`config.mk`:
```
export PLATFORM = sky130hd
export DESIGN_NAME = timed_decoder_flat
export DESIGN_NICKNAME = d
export VERILOG_FILES = /design/src/rtl/timed_decoder_if.sv /design/src/rtl/timed_decoder.sv /design/src/flat_wrapper.sv
export SDC_FILE = /design/constraint.sdc
export NUM_CORES = 1
export LEC_CHECK = 0
export CORE_AREA = 4 4 41 43
export CTS_BUF_LIST = sky130_fd_sc_hd__clkbuf_4
export DETAILED_ROUTE_END_ITERATION = 7
export DIE_AREA = 0 0 45 47
export GPL_TIMING_DRIVEN = 0
export HOLD_SLACK_MARGIN = 0.08
export PLACE_DENSITY = 0.83
export SYNTH_ARGS = -nofsm -noshare
export SYNTH_HDL_FRONTEND = slang
export SYNTH_SLANG_ARGS = --single-unit
```
`constraint.sdc`:
```
create_clock -name clk -period 1.8 [get_ports clk]
set_input_delay 0.36 -clock clk [delete_from_list [all_inputs] [get_ports clk]]
set_output_delay 0.36 -clock clk [all_outputs]
set_load 0.05 [all_outputs]
```
`src/rtl/timed_decoder_if.sv`:
```
// rtl/timed_decoder_if.sv - request/one-hot bus for timed_decoder; TIMED_DECODER_ERR_EN adds err
interface timed_decoder_if #(
  parameter int SEL_W   = 3,
  parameter int NUM_OUT = 8
);
  logic               enable;
  logic               in_valid;
  logic               in_ready;
  logic [SEL_W-1:0]   in;
  logic [NUM_OUT-1:0] out;
  logic               busy;
  logic               done;
`ifdef TIMED_DECODER_ERR_EN
  logic               err;

  modport master (output enable, in_valid, in, input in_ready, out, busy, done, err);
  modport slave  (input enable, in_valid, in, output in_ready, out, busy, done, err);
`else
  modport master (output enable, in_valid, in, input in_ready, out, busy, done);
  modport slave  (input enable, in_valid, in, output in_ready, out, busy, done);
`endif
endinterface

```
`src/rtl/timed_decoder.sv`:
```
// rtl/timed_decoder.sv - one-hot decoder holding each output HOLD cycles; TIMED_DECODER_ERR_EN adds err pulse
module timed_decoder #(
  parameter int SEL_W   = 3,
  parameter int NUM_OUT = 8,
  parameter int HOLD    = 4
) (
  input  logic            clk,
  input  logic            rst,
  timed_decoder_if.slave  bus
);

  localparam int               CNT_W     = (HOLD > 1) ? $clog2(HOLD) : 1;
  localparam logic [CNT_W-1:0] CNT_LOAD  = CNT_W'(HOLD - 1);
  localparam logic [31:0]      NUM_OUT_U = 32'(NUM_OUT);

  typedef enum logic {S_IDLE, S_HOLD} state_t;

  state_t             r_state, w_state_nxt;
  logic [CNT_W-1:0]   r_count, w_count_nxt;
  logic [NUM_OUT-1:0] r_out, w_out_nxt;
  logic [NUM_OUT-1:0] w_onehot;
  logic               w_last;
  logic               w_accept;
  logic               w_in_range;

  assign w_last     = (r_state == S_HOLD) && (r_count == '0);
  assign w_accept   = bus.in_valid & bus.in_ready;
  assign w_in_range = 32'(bus.in) < NUM_OUT_U;
  assign w_onehot   = {{(NUM_OUT-1){1'b0}}, 1'b1} << bus.in;

  assign bus.in_ready = bus.enable & ~rst & ((r_state == S_IDLE) | w_last);
  assign bus.out      = r_out;
  assign bus.busy     = (r_state == S_HOLD);
  assign bus.done     = w_last & bus.enable & ~rst;

  // State, count and output register with synchronous reset
  always_ff @(posedge clk) begin
    if (rst) begin
      r_state <= S_IDLE;
      r_count <= '0;
      r_out   <= '0;
    end else begin
      r_state <= w_state_nxt;
      r_count <= w_count_nxt;
      r_out   <= w_out_nxt;
    end
  end

  // Next state: disable aborts, acceptance (re)loads, otherwise count down then release
  always_comb begin
    w_state_nxt = r_state;
    w_count_nxt = r_count;
    w_out_nxt   = r_out;
    case (r_state)
      S_IDLE: begin
        if (w_accept && w_in_range) begin
          w_state_nxt = S_HOLD;
          w_count_nxt = CNT_LOAD;
          w_out_nxt   = w_onehot;
        end
      end
      S_HOLD: begin
        if (!bus.enable) begin
          w_state_nxt = S_IDLE;
          w_count_nxt = '0;
          w_out_nxt   = '0;
        end else if (r_count != '0) begin
          w_count_nxt = r_count - CNT_W'(1);
        end else if (w_accept && w_in_range) begin
          w_count_nxt = CNT_LOAD;
          w_out_nxt   = w_onehot;
        end else begin
          w_state_nxt = S_IDLE;
          w_count_nxt = '0;
          w_out_nxt   = '0;
        end
      end
      default: begin
        w_state_nxt = S_IDLE;
        w_count_nxt = '0;
        w_out_nxt   = '0;
      end
    endcase
  end

`ifdef TIMED_DECODER_ERR_EN
  logic r_err;

  assign bus.err = r_err;

  // One-cycle flag after an out-of-range select is accepted
  always_ff @(posedge clk) begin
    if (rst) begin
      r_err <= 1'b0;
    end else begin
      r_err <= w_accept & ~w_in_range;
    end
  end
`endif

endmodule

```
`src/flat_wrapper.sv`:
```
// flat-port wrapper written by rule: the top's interface ports become plain ports
module timed_decoder_flat 
#(
  parameter int SEL_W   = 3,
  parameter int NUM_OUT = 8,
  parameter int HOLD    = 4
)
  (clk, rst, bus_enable, bus_in_valid, bus_in, bus_in_ready, bus_out, bus_busy, bus_done);
  timed_decoder_if #(.SEL_W(SEL_W), .NUM_OUT(NUM_OUT)) bus_i ();
  input  logic clk;
  input  logic rst;
  input wire logic [$bits(bus_i.enable)-1:0] bus_enable;
  input wire logic [$bits(bus_i.in_valid)-1:0] bus_in_valid;
  input wire logic [$bits(bus_i.in)-1:0] bus_in;
  output wire logic [$bits(bus_i.in_ready)-1:0] bus_in_ready;
  output wire logic [$bits(bus_i.out)-1:0] bus_out;
  output wire logic [$bits(bus_i.busy)-1:0] bus_busy;
  output wire logic [$bits(bus_i.done)-1:0] bus_done;
  assign bus_i.enable = bus_enable;
  assign bus_i.in_valid = bus_in_valid;
  assign bus_i.in = bus_in;
  assign bus_in_ready = bus_i.in_ready;
  assign bus_out = bus_i.out;
  assign bus_busy = bus_i.busy;
  assign bus_done = bus_i.done;
  timed_decoder #(.SEL_W(SEL_W), .NUM_OUT(NUM_OUT), .HOLD(HOLD)) u_core (.clk(clk), .rst(rst), .bus(bus_i));
endmodule
```
==> impl_metrics.yaml <==
floorplanning:
  die_area_mm2: 0.00212
  rows: 13
  core_mm2: 0.00130
  die_h_um: 47
  dieWidth_um: 45
  start_util_pct: 41.6
  io_pins: 18
worst_setup_path:
  ff2ff_path_depth: 5
  start_kind: "flop"
  path_max_fanout: 7
  required_ns: 1.44
  cp.arrival_ns: 1.33
  reg2reg_from: "u_core.bus.busy"
  worstSetupPathType: "flop to output pin"
  r2r-end: "u_core.bus.out[5]"
  r2r_slack_ns: 0.57
  end_kind: "output pin"
sta:
  min_period_ns: 1.69
  slew_headroom_pct: 66.5
  max_freq_ghz: 0.590
  finalHoldViolations: 0
  setup_slack_ns: 0.106
  whs_ns: 0.454
  fin_skew_ns: 0.00132
  grt_setup_unrepaired: "false"
  final_max_slew_viol_count: 0
  fin_crit_sh_pct: 94.1
  worst_pin_slew_ns: 0.502
  finalSetupViolCount: 0
placed_design:
  place_congestion: 0.709
  numPortBuffers: 17
  post_dp_cell_area_um2: 733
  place_ws_ns: -0.748
  hpwlAfterDp_um: 890
cells_and_area:
  stdcell_area_um2: 774
  syn2layout_area_growth_pct: 43.0
  drive_above_1_share_pct: 14.9
  layout.nets: 95
  antenna_cells: 0
  fin_util_pct: 59.5
clock_network:
  ctsRootBufferMaster: "clkbuf_4"
  clk_latency_ns: 0.28
  clk_pin_slew_ns: 0.07
  cts.sinks: 11
  clk_path_buf_depth: 2
  numCtsBuffers: 3
  htree_levels: 1
  cts_setup_buffers: 0
  holdBufCountCts: 0
  cts_tree: "done"
hold_path:
  min_to: "u_core.bus.out[0]"
  hold_start: "u_core.bus.out[0]"
  min_path_cells: 2
  hold_path_class: "flop to flop"
routing:
  routedWlPerCell_um: 12.6
  drc: 0
  viasPerCell: 5.38
  ant_nets: 0
  firstDrtPassIters: 3
  first_iter_violations: 12
  drt_wl_total_um: 1290
  vias: 549
global_routing:
  grt_usage_pct: 14.2
  grt_overflow_total: 0
  grt_pass1_vias: 491
  grt_max_degree: 11
  antenna_found_initial: 0
  grt_pass1_wl_um: 2100
synthesis:
  netlist_instances: 66
  yosys_warnings: 0
  synth_nets: 73
  synth_area_um2: 542
  yosysUniqueCellTypes: 23
  avgSynthCellArea_um2: 8.21
  ys_ff_latch: 11
  yosysSeqAreaShare_pct: 40.6
outcome:
  status: "complete, no violations"
pwr:
  power_uw: 549
  p_leak_nw: 0.433
  ir_drop_v: 0.000488
  p_per_area_mw_per_mm2: 708
job:
  cap_viol_max_count: 0
-- cell usage in the layout (no fill, tap or decap) --
master | netlist | routed
dfxtp_1 | 11 | 11
o32ai_1 | 1 | 1
a22oi_1 | 2 | 2
dlygate4sd2_1 | 0 | 3
buf_4 | 0 | 2
and2_1 | 1 | 1
o21a_2 | 1 | 1
nand4b_1 | 1 | 1
a21oi_1 | 9 | 9
clkbuf_1 | 1 | 1
nand3_1 | 4 | 4
nor2_1 | 11 | 10
o211ai_2 | 1 | 1
nor2_2 | 0 | 1
a31o_2 | 1 | 1
o21ai_4 | 1 | 1
inv_1 | 2 | 2
clkbuf_4 | 0 | 4
clkdlybuf4s50_1 | 0 | 4
o21a_1 | 1 | 1
nor3b_1 | 1 | 1
buf_2 | 1 | 1
nor2b_1 | 2 | 2
dlymetal6s2s_1 | 0 | 8
nand4_1 | 2 | 2
and3b_1 | 1 | 1
nand2_1 | 9 | 9
or2b_1 | 1 | 1
nor4b_4 | 1 | 1
-- final cells by class --
| class | count | area [um^2] |
|---|---|---|
| Timing Repair Buffer | 17 | 181 |
| Inverter | 2 | 7.51 |
| Sequential cell | 11 | 220 |
| Clock buffer | 4 | 30.0 |
| Fill cell | 135 | 527 |
| Multi-Input combinational cell | 51 | 308 |
| Tap cell | 15 | 18.8 |
| Buffer | 2 | 8.76 |
-- logic make-up after synthesis --
logic type	synth area share (%)
flops	40.6
simple gates	33.7
buf+inv	3.00
compound gates	22.6
-- per-layer routing --
metal / GRT usage, % / vias up / wire, um
li1: - / 278 / -
met1: 17.4 / 248 / 577
met2: 19.5 / 16 / 565
met3: 7.28 / 7 / 98
met4: 8.77 / 0 / 44
met5: 0 / - / 0
-- flip-flops by register name, summed over array words and instances, names as in the netlist --
name and cells:
u_core.bus.out 8, u_core.r_count 2, u_core.bus.busy 1
-- synth_stat cells, drive strengths merged --
library cell  instances  share of area (%)
nand3                 4                3.7
or2b                  1                1.4
dfxtp                11                 41
nor2                 11                7.6
o21a                  2                3.0
a21oi                 9                8.3
nor4b                 1                4.4
nand2                 9                6.2
a31o                  1                1.6
o211ai                1                2.3
clkbuf                1               0.69
o21ai                 1                3.0
nand4b                1                1.6
nor2b                 2                2.3
o32ai                 1                1.6
inv                   2                1.4
nor3b                 1                1.4
buf                   1               0.92
and3b                 1                1.6
a22oi                 2                2.8
nand4                 2                2.3
and2                  1                1.2
-- critical path: stages, from the launching register on --
cell     delay (ns)
dfxtp_1        0.41
nor4b_4        0.30
and2_1         0.16
buf_4          0.19
-- worst max path at each step --
stage	endpoint	startpoint	slack (ns)
floorplan	bus_done	u_core.bus.busy	0.08
global placement	bus_done	bus_enable	-0.74
detailed placement	bus_done	bus_enable	-0.75
CTS	bus_out[6]	u_core.bus.out[6]	0.007
global route	bus_in_ready	u_core.bus.busy	0.009
finish	bus_done	u_core.r_count[0]	0.11
-- stage by stage --
stage,setup TNS [ns],std cells
after global routing,0,102
after global placement,-1.42,98
after floorplan,0,66
final,0,102
after CTS,0,102
after detailed placement,-1.54,98
-- power breakdown --
| group | total (mW) | leakage, nW | internal, mW | switching (mW) |
|---|---|---|---|---|
| combinational | 0.100 | 0.325 | 0.0397 | 0.0605 |
| clock | 0.188 | 0.0184 | 0.101 | 0.0870 |
| sequential | 0.260 | 0.0894 | 0.251 | 0.00975 |
-- what timing repair did --
| item | CTS | global route |
|---|---|---|
| endpoints found under the hold margin | 0 | 0 |
| endpoints found under the setup margin | 3 | 8 |
| resized for setup | 15 | 8 |
| pin swaps | 0 | 0 |
Power figures use the tool's default switching activity.
